$ cat src/rtl/sender_wrapper.sv
`default_nettype none
// ============================================================================
// Module   : sender_wrapper
// Brief    : URLLC transmit path - samples ADC words, frames them and emits
//            an oversampled 2-level waveform on the DAC bus.
// Revision : 1.0 - initial release
// ============================================================================
module sender_wrapper #(
    parameter int         SAMPLE_PERIOD = 128,
    parameter int         SPB           = 8,
    parameter int         PAYLOAD_BYTES = 4,
    parameter logic [7:0] PREAMBLE      = 8'hAA,
    parameter logic [7:0] SYNC_WORD     = 8'h7E,
    parameter logic [7:0] LEVEL_HI      = 8'hFF,
    parameter logic [7:0] LEVEL_LO      = 8'h00,
    parameter logic [7:0] LEVEL_IDLE    = 8'h80
) (
    input  logic       clock,
    input  logic       reset,
    input  logic       sender_sync_in,
    output logic       sender_sync_out,
    input  logic [7:0] sender_ad,
    output logic [7:0] sender_da
);

    localparam int BUF_W       = 8 * PAYLOAD_BYTES;
    localparam int FRAME_BITS  = 8 * (PAYLOAD_BYTES + 4);
    localparam int SCNT_W      = (SAMPLE_PERIOD > 1) ? $clog2(SAMPLE_PERIOD) : 1;
    localparam int CYC_W       = (SPB > 1) ? $clog2(SPB) : 1;
    localparam int BIT_W       = $clog2(FRAME_BITS);

    typedef enum logic [0:0] {
        ST_IDLE = 1'b0,
        ST_SEND = 1'b1
    } state_t;

    state_t                  state_q, state_d;
    logic [7:0]              ad_q, ad_d;
    logic [SCNT_W-1:0]       scnt_q, scnt_d;
    logic [BUF_W-1:0]        buf_q, buf_d;
    logic [FRAME_BITS-1:0]   frame_q, frame_d;
    logic [CYC_W-1:0]        cyc_q, cyc_d;
    logic [BIT_W-1:0]        bit_q, bit_d;
    logic [7:0]              da_q, da_d;
    logic                    sync_q, sync_d;

    logic [7:0]              chk;
    logic [FRAME_BITS-1:0]   snapshot;
    logic                    frame_end;
    logic                    start_frame;

    // Sampler: free-running, independent of the transmit state
    always_comb begin
        ad_d   = sender_ad;
        scnt_d = scnt_q + 1'b1;
        buf_d  = buf_q;
        if (scnt_q == SCNT_W'(SAMPLE_PERIOD - 1)) begin
            scnt_d = '0;
            buf_d  = {buf_q[BUF_W-9:0], ad_q};
        end
    end

    always_comb begin
        chk = 8'h00;
        for (int i = 0; i < PAYLOAD_BYTES; i++) begin
            chk = chk + buf_q[i*8 +: 8];
        end
        snapshot = {PREAMBLE, PREAMBLE, SYNC_WORD, buf_q, chk};
    end

    assign frame_end   = (bit_q == BIT_W'(FRAME_BITS - 1)) && (cyc_q == CYC_W'(SPB - 1));
    assign start_frame = sender_sync_in && ((state_q == ST_IDLE) || frame_end);

    // Transmit FSM; the frame MSB always drives the DAC level while sending
    always_comb begin
        state_d = state_q;
        frame_d = frame_q;
        cyc_d   = cyc_q;
        bit_d   = bit_q;
        sync_d  = 1'b0;
        da_d    = LEVEL_IDLE;
        if (start_frame) begin
            state_d = ST_SEND;
            frame_d = snapshot;
            cyc_d   = '0;
            bit_d   = '0;
            sync_d  = 1'b1;
        end else if (state_q == ST_SEND) begin
            if (frame_end) begin
                state_d = ST_IDLE;
                cyc_d   = '0;
                bit_d   = '0;
            end else if (cyc_q == CYC_W'(SPB - 1)) begin
                cyc_d   = '0;
                bit_d   = bit_q + 1'b1;
                frame_d = {frame_q[FRAME_BITS-2:0], 1'b0};
            end else begin
                cyc_d   = cyc_q + 1'b1;
            end
        end
        if (state_d == ST_SEND) begin
            da_d = frame_d[FRAME_BITS-1] ? LEVEL_HI : LEVEL_LO;
        end
    end

    always_ff @(posedge clock) begin
        if (reset) begin
            state_q <= ST_IDLE;
            ad_q    <= '0;
            scnt_q  <= '0;
            buf_q   <= '0;
            frame_q <= '0;
            cyc_q   <= '0;
            bit_q   <= '0;
            da_q    <= LEVEL_IDLE;
            sync_q  <= 1'b0;
        end else begin
            state_q <= state_d;
            ad_q    <= ad_d;
            scnt_q  <= scnt_d;
            buf_q   <= buf_d;
            frame_q <= frame_d;
            cyc_q   <= cyc_d;
            bit_q   <= bit_d;
            da_q    <= da_d;
            sync_q  <= sync_d;
        end
    end

    assign sender_da       = da_q;
    assign sender_sync_out = sync_q;

endmodule
`default_nettype wire

$ cat config.mk
export PLATFORM = sky130hd
export DESIGN_NAME = sender_wrapper
export DESIGN_NICKNAME = d
export VERILOG_FILES = /design/src/rtl/sender_wrapper.sv
export SDC_FILE = /design/constraint.sdc
export NUM_CORES = 1
export LEC_CHECK = 0
export CORE_UTILIZATION = 30
export DETAILED_ROUTE_END_ITERATION = 10
export SYNTH_ARGS = -nofsm -noshare
export SYNTH_HDL_FRONTEND = slang
export SYNTH_SLANG_ARGS = --single-unit
$ cat constraint.sdc
create_clock -name clock -period 4 [get_ports clock]
set_input_delay 1 -clock clock [delete_from_list [all_inputs] [get_ports clock]]
set_output_delay 1 -clock clock [all_outputs]
set_load 0.02 [all_outputs]
==> results.md <==
- Tmin final: 3.08 ns
- Synth warnings: 0
- Most frequent cells in the layout: nand2_1, dfxtp_1, a21oi_1
- CTS tree: yes
- Layout cells sized above 1: 11.2%
- # diodes: 0
- Syn Nets: 646
- Top FF cell, synth: dfxtp_1
- WL/cell: 12.6 µm
- Design area: 0.00643 mm²
- Tot GR Track Use: 12.7%
- CP endpoint: frame_q[7]
- Tcrit/Tclk final: 77.0%
- Worst skew pair latency: 0.42 ns
- Fill count: 1,849
- Ports: 20
- Adder-cell share of the synthesized area: 7.60%
- Final hold violation count: 0
- Total Power: 0.00299 W
- Clock-pin transition on the worst setup and hold timing paths: 0.06 ns
- Final setup TNS: 0 ns
- Num CTS Buffers: 17
- Req. time, crit path: 4.31 ns
- Worst Tran Pin Value: 0.888 ns
- Vias in the first global route: 3,797
- Maxcap violations: 0
- HPWL after DPL: 6.83 mm
- Hold_buf cts: 0
- Max Slew Vio Count: 0
- Register area share after synthesis: 45.2%
- Via-to-Cell Ratio: 4.63
- Hold path depth: 2
- RSZ-0062 raised after global routing: no
- DRT antenna net count: 0
- Initial antenna violation count: 0
- Root buffer cell: clkbuf_16
- Total power per unit cell area: 465 mW/mm²
- H-tree depth: 4
- CP Launch Point: buf_q[1]
- Resize count post-CTS: 0
- Crit path capture type: flop
- Via Count: 3,956
- Chip Width: 137 µm
- Area grow syn2layout: 17.0%
- Status: completed
- GRT overflow: 0
- Post-synthesis mux area share: 6.19%
- Fin nets: 648
- Synth Area in Simple Gates: 15.7%
- Worst r2r src: buf_q[1]
- CTS Sinks: 124
- P_leak: 2.43 nW
- 1st-pass router iterations: 6
- FFs w/ async S/R, synth: 0%
- Setup Fix Bufs, Post-CTS: 0
- Clk buf depth: 2
- Synth Area in Compound Gates: 15.9%
- Port buffer count: 19
- Hold Path Class: flop to flop
- Post-synthesis register bit count: 124
- Remaining DRCs: 0
- Netlist cell types: 46
- Largest net degree at the start of global routing: 67
- First-pass GRT wire length: 18.4 mm
- Slack of the worst reg-to-reg path: 0.92 ns
- Post-Synthesis Cell Area: 0.00550 mm²
- WS Path Type: flop to flop
- Clock Skew: 0.00783 ns
- Final wirelength: 10.8 mm
- Crit-path max FO: 3
- Initial DRC count: 210
- R2r endpoint: frame_q[7]
- Xor-xnor portion of the synthesized cell area: 2.39%
- Cells after Synth: 610
- Commonest non-fill, non-tap cell in the layout: nand2_1
- Max_slew headroom: 40.6%
- GP Congestion: 0.748
- FP Rows: 49
- Placed inst area: 0.00581 mm²
- Syn Area/Cell: 9.01 µm²
- Worst Reg-to-Reg Cells: 12
- Worst EP arrival: 3.39 ns
- Combinational family with the most area after synthesis: compound AO/OA/AOI/OAI gates
- Core area: 0.0180 mm²
- Startpoint Class: flop
- Fmax: 325 MHz
- Worst IR drop on VDD: 0.328 mV
- Die area: 0.0189 mm²
- Post-synth EDFFs: 0
- Die H: 137 µm
- Starting Density: 30.6%
- Final setup fails: 0
## cells in the mapped netlist, types with 2 or more instances
cell / count / share of area [%]
nor3_1: 5 / 0.46
o22ai_1: 6 / 0.68
nand2b_1: 3 / 0.34
and3_1: 3 / 0.34
buf_2: 12 / 1.1
nor2_1: 25 / 1.7
ha_1: 11 / 2.5
buf_6: 4 / 0.82
fa_1: 14 / 5.1
nand3_1: 7 / 0.64
nand2_1: 135 / 9.2
a22oi_1: 2 / 0.27
nor2b_1: 14 / 1.6
xnor2_1: 9 / 1.4
a31oi_1: 14 / 1.6
o21ai_0: 12 / 1.1
o21ai_1: 5 / 0.46
a21oi_1: 55 / 5.0
inv_1: 40 / 2.7
or2_2: 2 / 0.23
dfxtp_1: 124 / 45
and2_1: 2 / 0.23
a311oi_1: 3 / 0.48
xor2_1: 6 / 0.96
o22ai_2: 20 / 4.6
mux2i_1: 34 / 6.2
buf_4: 9 / 1.2
clkbuf_1: 16 / 1.1
## critical path, cell delays in order, from the launching register on
cell and delay [ns]:
dfxtp_1 0.36, inv_1 0.09, fa_1 0.53, inv_1 0.05, fa_1 0.50, ha_1 0.19
inv_1 0.06, fa_1 0.40, nand2b_1 0.18, a21oi_1 0.17, o22ai_1 0.12, xnor2_1 0.13
o211a_1 0.20
## power breakdown
part	internal (W)	switching (W)	total, W	leakage, nW
combinational	0.0000453	0.0000645	0.000110	1.13
clock	0.00103	0.000571	0.00160	0.295
sequential	0.00126	0.0000147	0.00128	1.01
## flip-flops by register name, indices dropped and copies added, names as in the netlist
signal	cells
sender_sync_out	1
cyc_q	3
sender_da	2
ad_q	8
bit_q	6
frame_q	64
buf_q	32
state_q	1
scnt_q	7
## cell type report
class                           count  area (µm²)  area share, %
Tap cell                          229         287           4.45
Timing Repair Buffer               25         243           3.77
Multi-Input combinational cell    403        2640           41.1
Inverter                           41         154           2.39
Clock buffer                       20         467           7.25
Clock inverter                     12         160           2.49
Sequential cell                   124        2480           38.6
## worst min path at each step
stage                 start        to
finish              ad_q[5]  buf_q[5]
global route        ad_q[5]  buf_q[5]
CTS                 ad_q[5]  buf_q[5]
detailed placement  ad_q[5]  buf_q[5]
global placement    ad_q[6]  buf_q[6]
floorplan           ad_q[1]  buf_q[1]
## metal layers
metal | vias up | routed length (µm) | global-route usage (%)
met3 | 17 | 274 | 2.98
met5 | - | 0 | 0
li1 | 2027 | - | -
met4 | 0 | 238 | 6.29
met2 | 46 | 4910 | 19.6
met1 | 1866 | 5340 | 16.6
## stage by stage
stage	hold WS [ns]	utilization, %	cells	worst slack (ns)
after floorplan	0.417	-	610	1.09
after global placement	0.422	32.3	822	0.971
after global routing	0.444	35.8	854	0.668
final	0.436	35.8	854	0.920
after detailed placement	0.430	32.3	822	0.935
after CTS	0.439	35.8	854	0.902
## cells by family (layout without fill, tap and decap cells)
| logic type | after synthesis | count (layout) |
|---|---|---|
| AND/OR/NAND/NOR | 202 | 202 |
| multiplexers | 34 | 34 |
| buffers and inverters | 83 | 98 |
| flip-flops | 124 | 124 |
| XOR/XNOR | 15 | 15 |
| AO/OA/AOI/OAI | 127 | 127 |
| adder cells (fa/ha/maj) | 25 | 25 |
(Power assumes the default switching activity.)
